File: config.mk
export PLATFORM = sky130hd
export DESIGN_NAME = fetch_buffer
export DESIGN_NICKNAME = d
export VERILOG_FILES = /design/src/rtl/fetch_buffer_pkg.sv /design/src/rtl/fetch_fifo.sv /design/src/rtl/fetch_buffer.sv
export SDC_FILE = /design/constraint.sdc
export NUM_CORES = 1
export LEC_CHECK = 0
export ABC_CLOCK_PERIOD_IN_PS = 7900
export CORE_ASPECT_RATIO = 1.25
export CORE_MARGIN = 2
export CORE_UTILIZATION = 61
export CTS_BUF_LIST = sky130_fd_sc_hd__clkbuf_8
export DETAILED_ROUTE_END_ITERATION = 6
export PLACE_DENSITY = 0.87
export SYNTH_ARGS = -nofsm -noshare
export SYNTH_HDL_FRONTEND = slang
export SYNTH_SLANG_ARGS = --single-unit
File: constraint.sdc
create_clock -name clk -period 7.9 [get_ports clk]
set_clock_uncertainty 0.15 [all_clocks]
set_input_delay 1.58 -clock clk [delete_from_list [all_inputs] [get_ports clk]]
set_output_delay 1.58 -clock clk [all_outputs]
set_load 0.005 [all_outputs]
File: src/rtl/fetch_buffer_pkg.sv
// Shared pipeline types for fetch and decode: word width and the {pc, instr} queue entry.
package fetch_buffer_pkg;

  localparam int WORD          = 32;
  localparam int FETCH_ENTRY_W = 2 * WORD;

  typedef struct packed {
    logic [WORD-1:0] pc;
    logic [WORD-1:0] instr;
  } fetch_entry_t;

endpackage

File: src/rtl/fetch_fifo.sv
// Storage and read/write pointers for the fetch queue. The pointers carry one
// extra wrap bit, so full and empty can be told apart when the indices are equal.
module fetch_fifo
  import fetch_buffer_pkg::*;
#(
  parameter int DEPTH = 4
) (
  input  logic                       clk,
  input  logic                       reset,
  input  logic                       push,
  input  fetch_entry_t               pushEntry,
  input  logic                       pop,
  input  logic                       flush,
  output fetch_entry_t               head,
  output logic [$clog2(DEPTH):0]     count,
  output logic                       full,
  output logic                       empty
);

  localparam int AW = $clog2(DEPTH);

  fetch_entry_t   mem [DEPTH];
  logic [AW:0]    rdPtr;
  logic [AW:0]    wrPtr;
  logic           doPush;
  logic           doPop;

  assign empty  = (rdPtr == wrPtr);
  assign full   = (rdPtr[AW-1:0] == wrPtr[AW-1:0]) && (rdPtr[AW] != wrPtr[AW]);
  assign count  = wrPtr - rdPtr;
  assign head   = mem[rdPtr[AW-1:0]];
  assign doPush = push && !full;
  assign doPop  = pop && !empty;

  always_ff @(posedge clk) begin
    if (!reset) begin
      rdPtr <= '0;
      wrPtr <= '0;
    end else if (flush) begin
      rdPtr <= '0;
      wrPtr <= '0;
    end else begin
      if (doPush) wrPtr <= wrPtr + 1'b1;
      if (doPop)  rdPtr <= rdPtr + 1'b1;
    end
  end

  // A write that coincides with flush or reset lands in a slot the reset pointers ignore.
  always_ff @(posedge clk) begin
    if (doPush) mem[wrPtr[AW-1:0]] <= pushEntry;
  end

endmodule

File: src/rtl/fetch_buffer.sv
// Instruction prefetch buffer: owns the fetch PC, issues one read per cycle and queues {pc, instr}.
// Optional FETCH_BUF_BYPASS_EN shows a response at the head in its arrival cycle when the queue is empty.
module fetch_buffer
  import fetch_buffer_pkg::*;
#(
  parameter int              DEPTH    = 4,
  parameter logic [WORD-1:0] RESET_PC = '0
) (
  input  logic                   clk,
  input  logic                   reset,
  input  logic                   en,
  input  logic                   redirect,
  input  logic [WORD-1:0]        redirectPc,
  output logic                   imemReq,
  output logic [WORD-1:0]        imemAddr,
  input  logic [WORD-1:0]        imemData,
  output logic [WORD-1:0]        pcD,
  output logic [WORD-1:0]        instrD,
  output logic                   validD,
  output logic [$clog2(DEPTH):0] count
);

  localparam int CW = $clog2(DEPTH) + 1;

  logic [WORD-1:0] pc;
  logic [WORD-1:0] inflightPc;
  logic            inflight;

  fetch_entry_t    fifoHead;
  fetch_entry_t    pushEntry;
  logic [CW-1:0]   fifoCount;
  logic            fifoFull;
  logic            fifoEmpty;
  logic            push;
  logic            fifoPop;
  logic            pop;
  logic [CW:0]     occupancy;

  assign pushEntry = '{pc: inflightPc, instr: imemData};

`ifdef FETCH_BUF_BYPASS_EN
  logic bypass;
  assign bypass  = fifoEmpty & inflight & ~redirect;
  assign validD  = ~redirect & (~fifoEmpty | inflight);
  assign pcD     = fifoEmpty ? inflightPc : fifoHead.pc;
  assign instrD  = fifoEmpty ? imemData   : fifoHead.instr;
  // A bypassed response consumed this cycle never enters storage.
  assign push    = inflight & ~redirect & ~(bypass & en);
  assign fifoPop = en & ~fifoEmpty & ~redirect;
`else
  assign validD  = ~redirect & ~fifoEmpty;
  assign pcD     = fifoHead.pc;
  assign instrD  = fifoHead.instr;
  assign push    = inflight & ~redirect;
  assign fifoPop = validD & en;
`endif

  assign pop       = validD & en;
  // Occupancy once this cycle's response and pop settle; a new request needs a free slot beyond that.
  assign occupancy = {1'b0, fifoCount} + {{CW{1'b0}}, inflight} - {{CW{1'b0}}, pop};
  assign imemReq   = reset & ~redirect & (occupancy < (CW+1)'(DEPTH));
  assign imemAddr  = pc;
  assign count     = fifoCount;

  always_ff @(posedge clk) begin
    if (!reset) begin
      pc         <= RESET_PC;
      inflight   <= 1'b0;
      inflightPc <= RESET_PC;
    end else if (redirect) begin
      pc         <= redirectPc & ~(WORD'(3));
      inflight   <= 1'b0;
    end else if (imemReq) begin
      pc         <= pc + WORD'(4);
      inflight   <= 1'b1;
      inflightPc <= pc;
    end else begin
      inflight   <= 1'b0;
    end
  end

  fetch_fifo #(.DEPTH(DEPTH)) u_fifo (
    .clk       (clk),
    .reset     (reset),
    .push      (push),
    .pushEntry (pushEntry),
    .pop       (fifoPop),
    .flush     (redirect),
    .head      (fifoHead),
    .count     (fifoCount),
    .full      (fifoFull),
    .empty     (fifoEmpty)
  );

  overflowCheck: assert property (@(posedge clk) disable iff (!reset) push |-> !fifoFull);

endmodule

==> insert_results.sql, run 1 <==
INSERT INTO impl_metrics (metric_group, metric, value, unit) VALUES
('cts', 'clock_sink_count', '317', ''),
('critical_path', 'timing.critical_path.arrival', '4.83', 'ns'),
('grt', 'total_track_usage', '23.4', '%'),
('drt', 'dr.pass1.iters', '5', ''),
('cts', 'root_buffer', 'clkbuf_8', ''),
('logic_synthesis', 'yosys_warnings', '0', ''),
('placement', 'gp_congestion', '0.872', ''),
('run_status', 'outcome', 'complete, no violations', ''),
('floorplan', 'die_width', '132', 'um'),
('drt', 'route.detailed.vias_per_inst', '5.88', ''),
('power', 'power.static_leakage', '4.86', 'nW'),
('floorplan', 'io-pin-count', '169', ''),
('grt', 'wire_length_of_the_first_global_routing_pass', '39500', 'um'),
('floorplan', 'dieArea', '21700', 'um2'),
('timing', 'fin_crit', '6.56', 'ns'),
('logic_synthesis', 'synth_top_cell_area_share', '59.6', '%'),
('critical_path', 'timing.critical_path.cells', 'clkdlybuf4s50_1 -> a31oi_1 -> nand2_1 -> inv_1 -> ha_1 -> inv_1 -> ha_1 -> nor3b_1 -> o2111a_1 -> nor3_4 -> inv_1 -> clkdlybuf4s50_1', ''),
('timing', 'report.final.hold_viol_count', '0', ''),
('cts', 'numCtsBuffers', '48', ''),
('placement', 'port_buffers', '162', ''),
('logic_synthesis', 'synth_top_cell_by_area', 'edfxtp_1', ''),
('power', 'total_power_density_per_cell_area', '212', 'nW/um2'),
('cts', 'clk_latency', '0.55', 'ns'),
('timing', 'finalWorstSetupSlack', '1.34', 'ns'),
('critical_path', 'timing.critical_path.fanout_max', '5', ''),
('critical_path', 'register_to_register_setup_slack', '3.56', 'ns'),
('final_layout', 'stdcell_count', '1258', ''),
('timing', 'setup-tns-final', '0', 'ns'),
('logic_synthesis', 'syn_avg_cell_area', '16.1', 'um2'),
('logic_synthesis', 'post_synth_instance_area', '12500', 'um2'),
('logic_synthesis', 'post_syn_instances', '774', ''),
('critical_path', 'critPathLaunchType', 'input port', ''),
('grt', 'initial_antenna_violation_count', '0', ''),
('final_layout', 'drive_gt1_share', '14.6', '%'),
('timing', 'hold_slack', '0.347', 'ns'),
('logic_synthesis', 'netlist_top_cells_area', 'edfxtp_1 60%, mux4_2 11%, dfxtp_1 11%, nand2_1 2.4%, a21oi_1 1.4%', ''),
('floorplan', 'num_rows', '58', ''),
('logic_synthesis', 'yosys_most_used_dff', 'edfxtp_1', ''),
('final_layout', 'register_area', '8830', 'um2'),
('grt', 'grt_overflow_total', '0', ''),
('placement', 'place.detailed.instances', '1171', ''),
('timing', 'period_share', '83.0', '%'),
('timing', 'tightestPinTransition', '1.07', 'ns'),
('logic_synthesis', 'postSynth.asyncResetShare', '0', '%'),
('drt', 'wl_per_cell', '19.8', 'um'),
('cts', 'post_cts_hold_buffer_count', '0', ''),
('critical_path', 'timing_worst_setup_path_type', 'input port to output pin', ''),
('final_layout', 'antenna_cells', '0', ''),
('placement', 'dp_hpwl', '14700', 'um'),
('floorplan', 'start_util', '62.2', '%'),
('power', 'total_power', '3.23', 'mW'),
('critical_path', 'crit_path_top_delay_cell', 'nor3b_1', ''),
('timing', 'finalSetupViolations', '0', ''),
('drt', 'drtIter0Drc', '591', ''),
('cts', 'clockBufferDepth', '3', ''),
('cts', 'cts.repair.resized', '0', ''),
('final_layout', 'layout_commonest_cell', 'edfxtp_1', ''),
('cts', 'cts_tree', 'done', ''),
('logic_synthesis', 'synth_edf_count', '248', ''),
('timing', 'slew-limit-headroom', '27.8', '%'),
('grt', 'grt_max_degree', '64', ''),
('final_layout', 'syn_to_final_growth', '21.7', '%'),
('drt', 'via_count', '7397', ''),
('flow_run', 'max_cap_viol_count', '0', ''),
('final_layout', 'layout.nets', '1031', ''),
('logic_synthesis', 'yosysSeqAreaShare', '70.6', '%'),
('critical_path', 'path_common_cell', 'inv_1', ''),
('critical_path', 'worst_path_largest_cell_delay', '0.80', 'ns'),
('logic_synthesis', 'netlist-cell-type-count', '55', ''),
('logic_synthesis', 'register_bit_total_from_synthesis', '317', ''),
('power', 'max-vdd-ir-drop', '0.000171', 'V');
## report_power, final
part	switching [mW]	internal [mW]
sequential	0.0328	1.82
combinational	0.0796	0.0966
clock	0.594	0.600
total	0.707	2.52
## final timing paths
path,cells after the start,endpoint,from
worst max-delay path,12,imemReq,redirect
worst min-delay path,0,u_fifo.mem[3][48],inflightPc[16]
worst max register to register,14,imemAddr[7],u_fifo.wrPtr[0]
worst min register to register,0,u_fifo.mem[3][48],inflightPc[16]
## worst max-delay path, delay by kind of cell
kind / cells / cell delay, ns
buffers and inverters: 5 / 1.12
AOI/OAI and AO/OA: 2 / 0.71
and+or+nand+nor: 3 / 1.04
adders and majority gates: 2 / 0.38
## stage by stage
stage,util [%],area [um2]
global placement,71.4,14300
global route,75.6,15200
floorplan,-,12500
finish,75.6,15200
CTS,75.6,15200
detailed placement,71.4,14300
## area by class of cell
cell class / count / share of cell area [%]
clock inverter: 36 / 1.04
sequential: 317 / 58.1
inverter: 18 / 0.444
timing repair buffer: 170 / 11.1
multi-input combinational: 396 / 22.5
clock buffer: 51 / 4.62
tap: 270 / 2.22
## routing by layer
layer | vias to the layer above | GRT usage [%] | part of all wire (%)
li1 | 3414 | - | -
met1 | 3679 | 30.2 | 40
met2 | 280 | 40.8 | 52
met3 | 24 | 5.00 | 6.4
met4 | 0 | 6.37 | 1.2
met5 | - | 0 | 0
## cells in the mapped netlist, types with 7 or more instances
library cell    n
a21oi_1        35
a211oi_1        7
nor2_1         19
o21ai_0        20
inv_1          16
ha_1           11
dfxtp_1        69
buf_1           7
clkbuf_1       26
a31oi_1        12
mux4_2         62
edfxtp_1      248
nand3_1        28
or4_1           7
buf_2           8
nand4_1        19
nand2_1        80
and3_1          9
nor3_1          8
## registers in the layout (all words and copies together) (netlist names), named ones only
| register | count |
|---|---|
| inflightPc | 30 |
| imemAddr | 30 |
| u_fifo.wrPtr | 3 |
| u_fifo.mem | 248 |
| u_fifo.rdPtr | 3 |
| inflight | 1 |
## logic make-up after synthesis
family                     after synthesis  share of synthesized area, %
muxes                                   64                          11.3
AOI/OAI and AO/OA                       99                          5.00
adders and majority gates               12                          1.26
and+or+nand+nor                        206                          8.65
DFF                                    317                          70.6
other                                    1                        0.0300
xor gates and xnor gates                11                         0.901
buffers and inverters                   64                          2.18
No activity file was read; power rests on OpenSTA's default activity.
==> run 2, diff against run 1 <==
ABC_CLOCK_PERIOD_IN_PS = 6000   (was 7900)
CORE_UTILIZATION = 51   (was 61)
PLACE_DENSITY = 0.78   (was 0.87)
clock period = 6 ns   (was 7.9 ns; I/O delays follow)
==> insert_results.sql, run 2 (synthesis results as in run 1) <==
INSERT INTO impl_metrics (metric_group, metric, value, unit) VALUES
('grt', 'total_track_usage', '19.6', '%'),
('grt', 'grt_overflow_total', '0', ''),
('cts', 'postCtsSetupBuffers', '0', ''),
('placement', 'dp_hpwl', '14800', 'um'),
('placement', 'port_buffers', '162', ''),
('cts', 'root_buffer', 'clkbuf_8', ''),
('critical_path', 'startpoint', 'redirect', ''),
('flow_run', 'max_cap_viol_count', '0', ''),
('floorplan', 'io-pin-count', '169', ''),
('floorplan', 'dieArea', '25800', 'um2'),
('grt', 'grt_util_met1', '24.4', '%'),
('critical_path', 'critPathLaunchType', 'input port', ''),
('timing', 'hold_slack', '0.350', 'ns'),
('timing', 'period_share', '88.0', '%'),
('timing', 'achievable-frequency', '189', 'MHz'),
('timing', 'finalSetupViolations', '0', ''),
('timing', 'slew-limit-headroom', '33.4', '%'),
('floorplan', 'core', '24300', 'um2'),
('cts', 'cts.repair.resized', '0', ''),
('floorplan', 'chipHeight', '179', 'um'),
('placement', 'post_dp_cell_area', '14400', 'um2'),
('drt', 'post-route-drc-count', '0', ''),
('worst_hold_path', 'hold_path.class', 'flop to flop', ''),
('critical_path', 'required', '4.65', 'ns'),
('critical_path', 'worst_r2r_startpoint', 'u_fifo.wrPtr[0]', ''),
('final_layout', 'syn_to_final_growth', '23.2', '%'),
('grt', 'grt_util_met2', '33.9', '%'),
('timing', 'maxSlewViolCount', '0', ''),
('grt', 'grt_pass1_vias', '7398', ''),
('power', 'total_power', '4.40', 'mW'),
('final_layout', 'largest_reg_flops', '248', ''),
('grt', 'globalRoute.busiestLayer', 'met2', ''),
('cts', 'cts_htree_levels', '2', ''),
('timing', 'setup-tns-final', '0', 'ns'),
('cts', 'post_cts_hold_buffer_count', '0', ''),
('critical_path', 'timing_worst_setup_path_type', 'input port to output pin', ''),
('floorplan', 'start_util', '51.5', '%'),
('cts', 'clkTransAtPathRegs', '0.06', 'ns'),
('timing', 'rsz0062_at_grt', 'false', ''),
('placement', 'gp_congestion', '0.837', ''),
('cts', 'clock_sink_count', '317', ''),
('power', 'total_power_density_per_cell_area', '286', 'nW/um2'),
('final_layout', 'stdcell_area', '15400', 'um2'),
('final_layout', 'antenna_cells', '0', ''),
('drt', 'via_count', '7350', ''),
('timing', 'report.final.hold_viol_count', '0', ''),
('drt', 'dr.pass1.iters', '5', ''),
('final_layout', 'layout.nets', '1034', ''),
('drt', 'drt.antenna.violating_nets', '0', ''),
('critical_path', 'critical_path.endpoint_type', 'output pin', ''),
('power', 'max-vdd-ir-drop', '0.000181', 'V'),
('cts', 'clk_latency', '0.56', 'ns'),
('cts', 'numCtsBuffers', '48', ''),
('drt', 'drtIter0Drc', '353', ''),
('drt', 'route.detailed.vias_per_inst', '5.56', ''),
('timing', 'fin_crit', '5.28', 'ns'),
('power', 'power.static_leakage', '4.91', 'nW'),
('run_status', 'outcome', 'complete, no violations', ''),
('floorplan', 'num_rows', '64', ''),
('grt', 'initial_antenna_violation_count', '0', ''),
('cts', 'clockBufferDepth', '3', ''),
('final_layout', 'final.fill_count', '1802', ''),
('final_layout', 'layout_commonest_cell', 'edfxtp_1', ''),
('drt', 'routed_wirelength', '25200', 'um'),
('grt', 'grt_max_degree', '64', ''),
('final_layout', 'layout.cells.most_common_list', '248 x edfxtp_1, 162 x clkdlybuf4s50_1, 80 x nand2_1', ''),
('critical_path', 'timing.critical_path.arrival', '3.93', 'ns'),
('final_layout', 'drive_gt1_share', '15.3', '%'),
('floorplan', 'die_width', '144', 'um'),
('critical_path', 'r2r_cells', '12', ''),
('worst_hold_path', 'hold_path.startpoint', 'inflightPc[16]', ''),
('worst_hold_path', 'worstHoldPathCells', '2', ''),
('drt', 'wl_per_cell', '19.1', 'um'),
('timing', 'tightestPinTransition', '0.990', 'ns'),
('grt', 'wire_length_of_the_first_global_routing_pass', '38600', 'um'),
('cts', 'cts_tree', 'done', ''),
('critical_path', 'timing.critical_path.fanout_max', '5', ''),
('grt', 'gr-usage-met3', '4.89', '%');
## run 2: cell count changes in the layout (fill, tap and decap cells not counted), sizes merged
cell      previous run  this run
buf                  8        11
bufinv               0         3
clkbuf              51        52
clkinvlp             0         3
inv                 34        29
## run 2: where the power goes
part	internal (mW)	switching, mW
logic	0.127	0.104
clock network	0.931	0.798
registers	2.40	0.0445
## run 2: critical path, stage by stage
cell and delay (ns):
clkdlybuf4s50_1 0.44, a31oi_1 0.29, nand2_1 0.16, inv_1 0.08, ha_1 0.13, inv_1 0.04
ha_1 0.25, nor3b_1 0.18, buf_4 0.19, o2111a_1 0.32, nor3_4 0.07, inv_1 0.08
clkdlybuf4s50_1 0.50
## run 2: layout make-up
type	count	area (um2)	share of cell area, %
inverters	18	67.6	0.439
repair buffers	173	1700	11.1
clock buffers	52	716	4.65
flip-flops and latches	317	8840	57.4
clock inverters	37	238	1.54
well taps	330	413	2.68
multi-input cells	396	3420	22.2
## run 2: path summary, 6_finish.rpt
path | to | slack, ns
worst max-delay path | imemReq | 0.72
worst min-delay path | inflightPc[16] | 0.35
worst max register to register | imemAddr[13] | 2.01
worst min register to register | inflightPc[16] | 0.35
## run 2: routing by layer
| metal | share of wire [%] | vias up | wire, um |
|---|---|---|---|
| met4 | 2.1 | 0 | 528 |
| met2 | 50 | 262 | 12600 |
| met3 | 6.6 | 44 | 1670 |
| met1 | 41 | 3628 | 10500 |
| met5 | 0 | - | 0 |
| li1 | - | 3416 | - |
## run 2: stage by stage
| step | instances | setup WS (ns) | utilization (%) |
|---|---|---|---|
| final | 1323 | 0.719 | 63.5 |
| after global routing | 1323 | 0.486 | 63.5 |
| after CTS | 1323 | 0.700 | 63.5 |
| after detailed placement | 1234 | 0.714 | 59.5 |
| after global placement | 1234 | 0.732 | 59.5 |
| after floorplan | 777 | 1.21 | - |
